===== src/rtl/simon_draw_pkg.sv =====
// Shared drawing constants, screen geometry and plotter state encoding
// for the Simon Says display path between the game FSM and the VGA adapter.
package simon_draw_pkg;

    localparam int X_W      = 8;
    localparam int Y_W      = 7;
    localparam int C_W      = 3;
    localparam int SCREEN_W = 160;
    localparam int SCREEN_H = 120;

    localparam logic [C_W-1:0] WHITE = 3'b111;
    localparam logic [C_W-1:0] GREEN = 3'b010;
    localparam logic [C_W-1:0] BLACK = 3'b000;

    localparam logic [X_W-1:0] UP_X    = 8'd78;
    localparam logic [Y_W-1:0] UP_Y    = 7'd54;
    localparam logic [X_W-1:0] DOWN_X  = 8'd78;
    localparam logic [Y_W-1:0] DOWN_Y  = 7'd62;
    localparam logic [X_W-1:0] LEFT_X  = 8'd74;
    localparam logic [Y_W-1:0] LEFT_Y  = 7'd58;
    localparam logic [X_W-1:0] RIGHT_X = 8'd82;
    localparam logic [Y_W-1:0] RIGHT_Y = 7'd58;

    typedef enum logic [1:0] {
        IDLE,
        DRAW,
        CLEAR,
        DONE
    } plot_state_e;

endpackage


===== src/rtl/square_plotter_xy_scan_counter.sv =====
// 2-D raster counter: x runs 0..x_max_i (inner), y runs 0..y_max_i (outer).
// Ports: clock/reset_n, clr_i (sync zero), en_i (step), limits, x_o/y_o, last_o.
module xy_scan_counter #(
    parameter int XW = 8,
    parameter int YW = 7
) (
    input  logic          clock,
    input  logic          reset_n,
    input  logic          clr_i,
    input  logic          en_i,
    input  logic [XW-1:0] x_max_i,
    input  logic [YW-1:0] y_max_i,
    output logic [XW-1:0] x_o,
    output logic [YW-1:0] y_o,
    output logic          last_o
);

    logic [XW-1:0] x_q, x_d;
    logic [YW-1:0] y_q, y_d;

    logic x_end;
    logic y_end;

    assign x_end  = (x_q == x_max_i);
    assign y_end  = (y_q == y_max_i);
    assign last_o = x_end && y_end;
    assign x_o    = x_q;
    assign y_o    = y_q;

    // Wraps to (0,0) after the last point so the next scan starts clean.
    always_comb begin
        x_d = x_q;
        y_d = y_q;
        if (clr_i) begin
            x_d = '0;
            y_d = '0;
        end else if (en_i) begin
            if (x_end) begin
                x_d = '0;
                y_d = y_end ? '0 : y_q + 1'b1;
            end else begin
                x_d = x_q + 1'b1;
            end
        end
    end

    always_ff @(posedge clock) begin
        if (!reset_n) begin
            x_q <= '0;
            y_q <= '0;
        end else begin
            x_q <= x_d;
            y_q <= y_d;
        end
    end

endmodule


===== src/rtl/square_plotter.sv =====
// Rasterises a SIZE x SIZE filled square (or a full-screen black clear)
// onto the VGA adapter write port, one pixel per clock, with start/busy/done.
// Ports: start/clear/in_x/in_y/in_color requests; busy/done status;
// vga_x/vga_y/vga_colour/plot adapter write port.
module square_plotter
    import simon_draw_pkg::*;
#(
    parameter int SIZE     = 4,
    parameter int SCREEN_W = simon_draw_pkg::SCREEN_W,
    parameter int SCREEN_H = simon_draw_pkg::SCREEN_H
) (
    input  logic           clock,
    input  logic           reset_n,
    input  logic           start,
    input  logic           clear,
    input  logic [X_W-1:0] in_x,
    input  logic [Y_W-1:0] in_y,
    input  logic [C_W-1:0] in_color,
    output logic           busy,
    output logic           done,
    output logic [X_W-1:0] vga_x,
    output logic [Y_W-1:0] vga_y,
    output logic [C_W-1:0] vga_colour,
    output logic           plot
);

    localparam logic [X_W-1:0] SQ_XM  = X_W'(SIZE - 1);
    localparam logic [Y_W-1:0] SQ_YM  = Y_W'(SIZE - 1);
    localparam logic [X_W-1:0] CLR_XM = X_W'(SCREEN_W - 1);
    localparam logic [Y_W-1:0] CLR_YM = Y_W'(SCREEN_H - 1);
    localparam logic [X_W:0]   X_LIM  = (X_W+1)'(SCREEN_W);
    localparam logic [Y_W:0]   Y_LIM  = (Y_W+1)'(SCREEN_H);

    plot_state_e state_q, state_d;

    logic [X_W-1:0] base_x_q, base_x_d;
    logic [Y_W-1:0] base_y_q, base_y_d;
    logic [C_W-1:0] color_q, color_d;

    logic           cnt_clr;
    logic           cnt_en;
    logic [X_W-1:0] cnt_x;
    logic [Y_W-1:0] cnt_y;
    logic           cnt_last;
    logic [X_W-1:0] lim_x;
    logic [Y_W-1:0] lim_y;

    // One extra bit so sums past the screen edge are caught, not wrapped.
    logic [X_W:0] x_sum;
    logic [Y_W:0] y_sum;

    assign lim_x = (state_q == CLEAR) ? CLR_XM : SQ_XM;
    assign lim_y = (state_q == CLEAR) ? CLR_YM : SQ_YM;
    assign x_sum = {1'b0, base_x_q} + {1'b0, cnt_x};
    assign y_sum = {1'b0, base_y_q} + {1'b0, cnt_y};

    xy_scan_counter #(
        .XW (X_W),
        .YW (Y_W)
    ) u_scan (
        .clock   (clock),
        .reset_n (reset_n),
        .clr_i   (cnt_clr),
        .en_i    (cnt_en),
        .x_max_i (lim_x),
        .y_max_i (lim_y),
        .x_o     (cnt_x),
        .y_o     (cnt_y),
        .last_o  (cnt_last)
    );

    always_comb begin
        state_d  = state_q;
        base_x_d = base_x_q;
        base_y_d = base_y_q;
        color_d  = color_q;
        cnt_clr  = 1'b0;
        cnt_en   = 1'b0;
        unique case (state_q)
            IDLE: begin
                if (clear) begin
                    state_d = CLEAR;
                    cnt_clr = 1'b1;
                end else if (start) begin
                    state_d  = DRAW;
                    base_x_d = in_x;
                    base_y_d = in_y;
                    color_d  = in_color;
                    cnt_clr  = 1'b1;
                end
            end
            DRAW, CLEAR: begin
                cnt_en = 1'b1;
                if (cnt_last) state_d = DONE;
            end
            DONE:    state_d = IDLE;
            default: state_d = IDLE;
        endcase
    end

    always_comb begin
        busy       = 1'b0;
        done       = 1'b0;
        plot       = 1'b0;
        vga_x      = '0;
        vga_y      = '0;
        vga_colour = '0;
        unique case (state_q)
            DRAW: begin
                busy       = 1'b1;
                vga_x      = x_sum[X_W-1:0];
                vga_y      = y_sum[Y_W-1:0];
                vga_colour = color_q;
                plot       = (x_sum < X_LIM) && (y_sum < Y_LIM);
            end
            CLEAR: begin
                busy  = 1'b1;
                vga_x = cnt_x;
                vga_y = cnt_y;
                plot  = 1'b1;
            end
            DONE:    done = 1'b1;
            default: ;
        endcase
    end

    always_ff @(posedge clock) begin
        if (!reset_n) begin
            state_q  <= IDLE;
            base_x_q <= '0;
            base_y_q <= '0;
            color_q  <= '0;
        end else begin
            state_q  <= state_d;
            base_x_q <= base_x_d;
            base_y_q <= base_y_d;
            color_q  <= color_d;
        end
    end

endmodule


===== config.mk =====
export PLATFORM = sky130hd
export DESIGN_NAME = square_plotter
export DESIGN_NICKNAME = d
export VERILOG_FILES = /design/src/rtl/simon_draw_pkg.sv /design/src/rtl/square_plotter_xy_scan_counter.sv /design/src/rtl/square_plotter.sv
export SDC_FILE = /design/constraint.sdc
export NUM_CORES = 1
export LEC_CHECK = 0
export ABC_AREA = 1
export BUFFER_PORTS_ARGS = -buffer_cell sky130_fd_sc_hd__buf_2
export CAP_MARGIN = 20
export CORE_ASPECT_RATIO = 1.25
export CORE_UTILIZATION = 40
export DETAILED_ROUTE_END_ITERATION = 7
export GPL_TIMING_DRIVEN = 0
export PLACE_DENSITY_LB_ADDON = 0.15
export SYNTH_ARGS = -nofsm -noshare
export SYNTH_HDL_FRONTEND = slang
export SYNTH_SLANG_ARGS = --single-unit

===== constraint.sdc =====
create_clock -name clock -period 4.2 [get_ports clock]
set_input_delay 0.84 -clock clock [delete_from_list [all_inputs] [get_ports clock]]
set_output_delay 0.84 -clock clock [all_outputs]
set_load 0.01 [all_outputs]

## Word-level counts from Yosys, hierarchy flattened

Index checks and enable logic that the tools add are counted.

- Flip-flop bits (word level): 35
- Bits of input ports: 22
- Output and inout port bits: 21
- Word-level logic and storage cells: 46

- $add $sub $neg: 4
- Order comparisons: 2
- Equal/unequal tests: 7
- Mux-type cells: 17
- Bitwise gates (word level): 2
- Reduce and logical (&&, ||, !) cells: 8

Operator list:

| operator | count |
|---|---|
| $mux 8 | 2 |
| $pmux 8 s2 | 1 |
| $mux 7 | 2 |
| $pmux 7 s2 | 1 |
| $add 8x8->9 | 1 |
| $lt 9x8->1 const B | 1 |
| $add 7x7->8 | 1 |
| $add 8x1->8 const B | 1 |
| $eq 8x8->1 | 1 |
| $lt 8x7->1 const B | 1 |
| $add 7x1->7 const B | 1 |
| $eq 7x7->1 | 1 |
| $mux 2 | 3 |
| $pmux 2 s3 | 1 |
| $mux 1 | 5 |
| $eq 2x2->1 const B | 2 |
| $reduce_and 2->1 | 2 |
| $reduce_or 2->1 | 2 |
| $mux 3 | 1 |
| $ne 3x3->1 const B | 1 |
| $reduce_and 3->1 | 1 |
| $eq 2x1->1 const B | 1 |
| $logic_and 1x1->1 | 2 |
| $logic_not 2->1 | 1 |
| other kinds (3) | 4 |

## Longest topological paths before layout

Gate-level depths: netlist of the first run.

- Word-level depth: 6
- Gate-level depth with buffers: 16
- Gate-level depth less buffers: 16

## Modules after synthesis

A second synthesis of the first run with hierarchy kept.

- Cells, all modules: 450
- Area total of the unflattened synthesis: 2783.9 µm²

By module, submodules not included:

| module | instances | cells an instance | area each (µm²) | sequential area each (µm²) |
|---|---|---|---|---|
| square_plotter | 1 | 286 | 1751.7 | 400.4 |
| xy_scan_counter | 1 | 164 | 1032.2 | 300.3 |

## Least setup slack after synthesis of the first run

No wires, ideal clock.

- Path type: reg-to-output
- Start: register u_scan.x_q[0], in the netlist u_scan.x_o[0]
- End: output plot
- Arrival: 1.794 ns
- Data required time: 3.360 ns
- Path slack: 1.566 ns
- Stages on the path, launching flop included: 17
- Path buffers: 0
- Path through: dfxtp_1 ha_1 inv_1 fa_1 inv_1 nand2_1 nand2_1 nand3_1 nand2_1 nand2_1 nand2_1 nand2_1 nand2_1 nand2_1 nor2_1 nor2_1 nor2_1

- Cells in the longest elaborated chain, start to end: 4

RTL lines:

| item | RTL line | RTL |
|---|---|---|
| from (decl) | square_plotter_xy_scan_counter.sv:18 | `logic [XW-1:0] x_q, x_d;` |
| from (signal assigned) | square_plotter_xy_scan_counter.sv:49 | `x_q <= '0;` |
| from (signal assigned) | square_plotter_xy_scan_counter.sv:52 | `x_q <= x_d;` |
| $add 8x8->9 | square_plotter.sv:54 | `assign x_sum = {1'b0, base_x_q} + {1'b0, cnt_x};` |
| $lt 9x8->1 | square_plotter.sv:114 | `plot = (x_sum < X_LIM) && (y_sum < Y_LIM);` |
| $logic_and 1x1->1 | square_plotter.sv:114 |  |
| $pmux 1 s2 | square_plotter.sv:108 | `unique case (state_q)` |
| to (decl) | square_plotter.sv:24 | `output logic plot` |

No other way between the ends.

## Worst setup path in the final report of the first run

Ends and elaborated chain as after synthesis.

==> results.cfg, run 1 <==
[status]
status = finished clean

[cts]
cts_root_buf = clkbuf_8
hold_buffers = 0
numCtsBuffers = 5
htree_num_levels = 2
cts_tree = done
clk_latency_ps = 290
post_cts_buffers = 0
cts_sinks = 35
clk_pin_slew_ps = 70
cts_resized = 0
cts_buffer_depth = 2

[detailed_routing]
final_antenna_net_count = 0
drcViolationCount = 0
vias = 2344
post_drt_wl_per_cell_um = 12.46
drt-initial-drc-count = 74
routed_wl_mm = 6.057
dr.pass1.iters = 4
vias_per_cell = 4.823

[timing]
setup_tns_ps = 0
max_slew_margin = 0.5908
finalHoldViolations = 0
whs_ps = 445.6
fin_crit_ps = 3223
fin_ws_ps = 976.7
fmax_ghz = 0.3102
skew_ps = 5.176
setup-violations-final = 0
rsz0062_at_grt = false
slew_viol_final = 0
worst-slew-pin-transition_ps = 613.8
fin_crit_sh = 0.7675

[global_routing]
grtUsageTotal = 0.2035
grt_pass1_vias = 2254
grt_overflow = 0
antenna_found_initial = 0
grt_start_max_net_pins = 14
grt_pass1_wl_mm = 10.32

[cells_and_area]
antennaDiodeCount = 0
drive_gt1_frac = 0.1460
fin_nets = 457
final_common_cell = nand2_1
final_cell_mix = nand2_1 (72), inv_1 (61), buf_2 (42), a21oi_1 (38), dfxtp_1 (35)
fillers = 661
stdcell_area_um2 = 2899
area_growth_pct = 16.90

[yosys]
syn_area_per_cell_um2 = 6.986
synth_area_um2 = 2480
synth_cells = 355
syn_nets = 408
yosysSeqAreaShare = 0.2825
synth-seq-cells = 35
synth_area_leaders = dfxtp_1 (28%), ha_1 (15%), nand2_1 (11%)
yosys_warnings = 0
synth_cell_types = 32
synth_top_area_frac = 0.2825
yosys.area.top_type = dfxtp_1

[floorplan]
core_area_um2 = 5896
initial_utilization = 0.4206
chipHeight_um = 90.03
die-area_um2 = 6520
rows = 31
ios = 43
die_x_um = 72.43

[power]
max-vdd-ir-drop_mv = 0.3110
leakage_uw = 0.001451
powerDensity_nw_per_um2 = 410.5

[placement]
place_area_um2 = 2793
gp_congestion = 0.8199
preCtsSetupSlack_ps = 1275
port_buffers = 42
hpwl_mm = 4.848

[critical_path]
path_cells = ha_1, inv_1, fa_1, inv_1, nand2_1, nand2_1, nand3_1, nand2_1, nand2_1, nand2_1, nand2_1, nand2_1, nand2_1, nor2_1, nor2_1, nor2_1, buf_2
crit_top_cell = nand2_1
worst_setup_path_end_kind = output port
slowest_stage = fa_1
cp.arrival_ps = 2380
crit_required_ps = 3360
path_class = register to output port
crit_path_max_fanout = 4
startpoint_type = register
cpPeakStageDelay_ps = 400

[min_path]
hp-class = register to register

[job]
cap_violations = 0
[cell families (layout without fill, tap and decap cells)]
group / Yosys count / count (layout) / share of synthesized area
xor gates and xnor gates: 3 / 3 / 0.01060
adders and majority gates: 31 / 31 / 0.1625
AOI/OAI and AO/OA: 82 / 82 / 0.1917
DFF: 35 / 35 / 0.2825
and+or+nand+nor: 134 / 134 / 0.2442
buffers and inverters: 70 / 119 / 0.1085
[critical path: cells and delay by family (launching register included)]
family	cells	cell delay, ps
flip-flops	1	380
buffers and inverters	3	250
adder cells (fa/ha/maj)	2	580
AND/OR/NAND/NOR	12	880
[per-layer routing]
metal  GRT usage  vias up  routed length [um]
li1            -     1263                   -
met3     0.03027        6                 112
met1      0.2459     1049                2850
met2      0.3660       26                3021
met4     0.05392        0                  73
met5           0        -                   0
[cells in the mapped netlist, drive strengths merged]
cell type and count:
buf 1, o21ai 29, xor2 2, ha 29
and3 1, o21bai 2, a32o 3, nand4 3
nand2 72, o21a 3, nor2 25, o2111ai 1
nand3 18, a22o 3, or2 2, nand3b 2
inv 63, dfxtp 35, nor3b 4, clkbuf 6
a21oi 38, nor3 7, fa 2, xnor2 1
o32ai 3
[per-stage QoR]
step,utilization,total power [uW],instances
after global routing,0.4917,1290,486
after detailed placement,0.4737,903.6,479
after floorplan,-,754.1,355
after CTS,0.4917,1204,486
after global placement,0.4737,898.7,479
final,0.4917,1190,486
[final cells by class]
| cell class | count | area, um^2 | share of cell area |
|---|---|---|---|
| Multi-Input combinational cell | 250 | 1510 | 0.5209 |
| Buffer | 7 | 30.03 | 0.01036 |
| Inverter | 63 | 239.0 | 0.08243 |
| Sequential cell | 35 | 700.7 | 0.2417 |
| Timing Repair Buffer | 42 | 210.2 | 0.07251 |
| Tap cell | 82 | 102.6 | 0.03539 |
| Clock inverter | 2 | 37.54 | 0.01295 |
| Clock buffer | 5 | 68.82 | 0.02374 |
[report_power, final]
part	total (uW)	switching (uW)	internal (uW)	leakage [uW]
clock network	296	123	173	0.0000502
registers	421	39.3	382	0.000285
logic	473	315	158	0.00112
total	1190	477	713	0.00145
[flip-flops by register name, summed over array words and instances (netlist names)]
signal      flops
color_q         3
base_y_q        7
u_scan.y_o      7
base_x_q        8
state_q         2
u_scan.x_o      8
[final timing paths]
path / start / slack (ps) / endpoint / depth (start not counted)
setup / recovery: u_scan.x_o[0]$_SDFFE_PP0P_ / 980 / plot / 17
hold / removal: color_q[1]$_SDFFE_PN0P_ / 450 / color_q[1]$_SDFFE_PN0P_ / 2
setup reg to reg: state_q[0]$_SDFFE_PN0P_ / 1710 / u_scan.y_o[5]$_SDFFE_PP0P_ / 10
hold reg to reg: color_q[1]$_SDFFE_PN0P_ / 450 / color_q[1]$_SDFFE_PN0P_ / 2
Note: power is estimated with default switching activity, not from simulation.
==> run 2, diff against run 1 <==
==> constraint.sdc (replaced) <==
create_clock -name clock -period 2.8 [get_ports clock]
set_input_delay 0.56 -clock clock [delete_from_list [all_inputs] [get_ports clock]]
set_output_delay 0.56 -clock clock [all_outputs]
set_load 0.01 [all_outputs]
==> results.cfg, run 2 (synthesized netlist as in run 1, its figures left out) <==
[job]
cap_violations = 0

[global_routing]
grt_overflow = 0
grt_start_max_net_pins = 14
grt_pass1_wl_mm = 10.40
grtUsageTotal = 0.2049
grt_pass1_vias = 2276
antenna_found_initial = 0

[placement]
gp_congestion = 0.8199
hpwl_mm = 4.848
port_buffers = 42
preCtsSetupSlack_ps = 155.1
place_area_um2 = 2793

[critical_path]
path_cells = ha_1, inv_1, fa_2, inv_1, nand2_2, nand2_2, nand3_2, nand2_1, nand2_1, nand2_2, nand2_1, nand2_1, nand2_1, nor2_1, nor2_1, nor2_1, buf_2
r2r_start = state_q[0]$_SDFFE_PN0P_
path_class = register to output port
r2r_slack_ps = 320
cp.arrival_ps = 2210
crit_top_cell = nand2_1
crit_required_ps = 2240
crit_path_max_fanout = 3
slowest_stage = fa_2
worst_setup_path_end_kind = output port
cpPeakStageDelay_ps = 350
critPathLaunch = base_x_q[0]$_SDFFE_PN0P_
reg2regPathDepth = 10
reg2reg_to = u_scan.y_o[5]$_SDFFE_PP0P_
startpoint_type = register
crit_end = plot

[timing]
fin_crit_ps = 2775
setup-violations-final = 0
finalHoldViolations = 0
max_slew_margin = 0.5961
skew_ps = 5.377
fmax_ghz = 0.3604
fin_crit_sh = 0.9909
rsz0062_at_grt = true
slew_viol_final = 0
worst-slew-pin-transition_ps = 605.9
fin_ws_ps = 25.47
whs_ps = 444.8

[cts]
clk_latency_ps = 290
hold_buffers = 0
clk_pin_slew_ps = 70
htree_num_levels = 2
cts_root_buf = clkbuf_8
cts_sinks = 35
numCtsBuffers = 5
cts_tree = done
cts_buffer_depth = 2

[floorplan]
die_x_um = 72.43
rows = 31
ios = 43
initial_utilization = 0.4206
die-area_um2 = 6520
chipHeight_um = 90.03
core_area_um2 = 5896

[cells_and_area]
final_common_cell = nand2_1
fin_nets = 458
drive_gt1_frac = 0.1778
area_growth_pct = 18.26
stdcell_area_um2 = 2933
post-route-util = 0.4975
fillers = 653
final_cell_mix = nand2_1 (69), inv_1 (61), buf_2 (42), a21oi_1 (38), dfxtp_1 (30)
antennaDiodeCount = 0

[detailed_routing]
routed_wl_mm = 6.070
drcViolationCount = 0
vias = 2367
final_antenna_net_count = 0
vias_per_cell = 4.860
dr.pass1.iters = 6
drt-initial-drc-count = 85
post_drt_wl_per_cell_um = 12.46

[min_path]
hp-class = register to register
worstHoldPathCells = 2

[status]
status = finished clean

[power]
powerDensity_nw_per_um2 = 614.0
max-vdd-ir-drop_mv = 0.4467
leakage_uw = 0.001455
[run 2: per-layer routing]
| metal | track usage | share of wire |
|---|---|---|
| met1 | 0.2493 | 0.46 |
| met2 | 0.3668 | 0.50 |
| met3 | 0.03027 | 0.023 |
| met4 | 0.05392 | 0.012 |
| met5 | 0 | 0 |
[run 2: power breakdown]
group	switching [uW]	total, uW	internal, uW
Clock	183	443	260
Combinational	478	724	246
Sequential	57.2	633	576
Total	719	1800	1080
[run 2: worst max-delay path, delay by kind of cell, from the launching register on]
kind                     cells  cell delay (ps)
AND/OR/NAND/NOR             12              820
adder cells (fa/ha/maj)      2              510
flip-flops                   1              330
buffers and inverters        3              250
[run 2: stage by stage]
step | setup TNS (ps) | std cells | total power (uW)
2_1_floorplan | 0 | 355 | 1131
3_3_place_gp | 0 | 479 | 1348
3_5_place_dp | 0 | 479 | 1355
4_1_cts | -7.580 | 487 | 1822
5_1_grt | -172.5 | 487 | 1956
6_report | 0 | 487 | 1801
[run 2: what timing repair did]
item	CTS	global route
setup endpoints to repair	1	1
endpoints found under the hold margin	0	0
gates resized for setup	7	5
buffers inserted	1	0
pin swaps	1	2
[run 2: area by class of cell]
class                      instances  area [um^2]  share of cell area
multi-input combinational        250         1530              0.5218
sequential                        35        706.9              0.2410
inverter                          63        239.0             0.08148
timing repair buffer              43        217.7             0.07423
tap                               82        102.6             0.03498
clock buffer                       5        68.82             0.02346
clock inverter                     2        37.54             0.01280
buffer                             7        30.03             0.01024
[run 2: worst min path at each step]
stage                             startpoint                       end
finish               color_q[1]$_SDFFE_PN0P_   color_q[1]$_SDFFE_PN0P_
global route        base_x_q[0]$_SDFFE_PN0P_  base_x_q[0]$_SDFFE_PN0P_
CTS                  color_q[1]$_SDFFE_PN0P_   color_q[1]$_SDFFE_PN0P_
detailed placement   color_q[1]$_SDFFE_PN0P_   color_q[1]$_SDFFE_PN0P_
global placement     color_q[0]$_SDFFE_PN0P_   color_q[0]$_SDFFE_PN0P_
floorplan            color_q[0]$_SDFFE_PN0P_   color_q[0]$_SDFFE_PN0P_
==> run 3, diff against run 2 <==
--- a/config.mk
+++ b/config.mk
@@ -8,7 +8,6 @@
 export ABC_AREA = 1
 export BUFFER_PORTS_ARGS = -buffer_cell sky130_fd_sc_hd__buf_2
 export CAP_MARGIN = 20
-export CORE_ASPECT_RATIO = 1.25
 export CORE_UTILIZATION = 40
 export DETAILED_ROUTE_END_ITERATION = 7
 export GPL_TIMING_DRIVEN = 0
==> results.cfg, run 3 (synthesized netlist as in run 1, its figures left out) <==
[critical_path]
cp.arrival_ps = 2250
r2r_slack_ps = 390
reg2regPathDepth = 10
path_class = register to output port
crit_path_max_fanout = 2
reg2reg_to = u_scan.x_o[5]$_SDFFE_PP0P_
crit_required_ps = 2240
startpoint_type = register
worst_setup_path_end_kind = output port
r2r_start = state_q[0]$_SDFFE_PN0P_

[timing]
worst-slew-pin-transition_ps = 612.9
fin_ws_ps = -10.14
whs_ps = 450.2
max_slew_margin = 0.5914
skew_ps = 6.699
setup_tns_ps = -10.14
finalHoldViolations = 0
fin_crit_sh = 1.004
rsz0062_at_grt = true
setup-violations-final = 1
slew_viol_final = 0
fmax_ghz = 0.3559
fin_crit_ps = 2810

[placement]
hpwl_mm = 4.797
place_area_um2 = 2784
gp_congestion = 0.7988
port_buffers = 42

[detailed_routing]
final_antenna_net_count = 0
vias = 2394
dr.pass1.iters = 4
routed_wl_mm = 6.174
drt-initial-drc-count = 124
drcViolationCount = 0
post_drt_wl_per_cell_um = 12.70
vias_per_cell = 4.926

[cells_and_area]
fin_nets = 463
final_cell_mix = nand2_1 (68), inv_1 (59), buf_2 (42), a21oi_1 (38), dfxtp_1 (33)
area_growth_pct = 19.22
post-route-util = 0.4964
drive_gt1_frac = 0.1922
final_common_cell = nand2_1
stdcell_area_um2 = 2957
antennaDiodeCount = 0
fillers = 638

[status]
status = finished, violations left
violations = setup timing

[floorplan]
core_area_um2 = 5956
die_x_um = 80.74
initial_utilization = 0.4164
rows = 28
die-area_um2 = 6519
chipHeight_um = 80.74
ios = 43

[global_routing]
grt_start_max_net_pins = 14
grt_overflow = 0
antenna_found_initial = 0
grt_pass1_vias = 2126
grtUsageTotal = 0.2023
grt_pass1_wl_mm = 9.984

[cts]
clk_pin_slew_ps = 70
cts_sinks = 35
hold_buffers = 0
htree_num_levels = 2
numCtsBuffers = 5
cts_tree = done
cts_buffer_depth = 2
cts_root_buf = clkbuf_8
clk_latency_ps = 290

[min_path]
worstHoldPathCells = 2
hp-class = register to register
holdPathEnd = color_q[1]$_SDFFE_PN0P_
hold_path_startpoint = color_q[1]$_SDFFE_PN0P_

[job]
cap_violations = 0

[power]
leakage_uw = 0.001467
max-vdd-ir-drop_mv = 0.5009
powerDensity_nw_per_um2 = 597.3
-- run 3: cell count changes in the layout (fill, tap and decap cells not counted), sizes merged --
cell    delta
bufinv     -1
clkinv     +1
clkbuf     +1
buf        +5
-- run 3: final cells by class --
type | instances | area [um^2] | area share
Buffer | 7 | 30.03 | 0.01016
Sequential cell | 35 | 703.2 | 0.2378
Timing Repair Buffer | 48 | 255.2 | 0.08633
Clock inverter | 2 | 12.51 | 0.004232
Inverter | 63 | 239.0 | 0.08083
Tap cell | 75 | 93.84 | 0.03174
Clock buffer | 6 | 72.57 | 0.02455
Multi-Input combinational cell | 250 | 1550 | 0.5243
-- run 3: metal layers --
| metal | GRT usage | share of wire | vias to the layer above |
|---|---|---|---|
| li1 | - | - | 1278 |
| met5 | 0 | 0 | - |
| met2 | 0.3288 | 0.45 | 48 |
| met1 | 0.2765 | 0.49 | 1059 |
| met4 | 0.05357 | 0.016 | 0 |
| met3 | 0.03371 | 0.040 | 9 |
-- run 3: power breakdown --
part | switching (uW) | internal (uW) | total (uW)
combinational | 496 | 267 | 763
sequential | 64.8 | 575 | 640
clock | 189 | 174 | 363
total | 751 | 1020 | 1770
-- run 3: worst max path at each step --
stage,slack (ps),to,from,cells past startpoint
2_1_floorplan,450,plot,u_scan.x_o[0]$_SDFFE_PP0P_,16
3_3_place_gp,190,plot,u_scan.x_o[0]$_SDFFE_PP0P_,17
3_5_place_dp,160,plot,u_scan.x_o[0]$_SDFFE_PP0P_,17
4_1_cts,1,plot,base_x_q[0]$_SDFFE_PN0P_,17
5_1_grt,-200,plot,u_scan.x_o[0]$_SDFFE_PP0P_,17
6_report,-10,plot,u_scan.x_o[0]$_SDFFE_PP0P_,17
-- run 3: repair_timing --
item / CTS / global route
buffers inserted: 1 / 5
resized for setup: 6 / 9
setup endpoints to repair: 1 / 1
pin swaps: 0 / 5
-- run 3: worst max-delay path, cell delays in order, from the launching register on --
cell	delay [ps]
dfxtp_2	360
ha_4	140
inv_2	40
fa_2	400
inv_2	70
nand2_2	50
nand2_2	80
nand3_2	80
nand2_1	80
nand2_2	60
nand2_2	80
nand2_1	50
nand2_1	50
nand2_1	50
nor2_1	80
nor2_1	40
nor2_1	120
buf_2	130
-- run 3: per-stage QoR --
stage / power, uW / cells / setup WS [ps]
floorplan: 1131 / 355 / 446.0
global placement: 1354 / 472 / 187.0
detailed placement: 1364 / 472 / 156.0
CTS: 1741 / 481 / 1.180
global route: 1894 / 486 / -201.3
finish: 1766 / 486 / -10.14
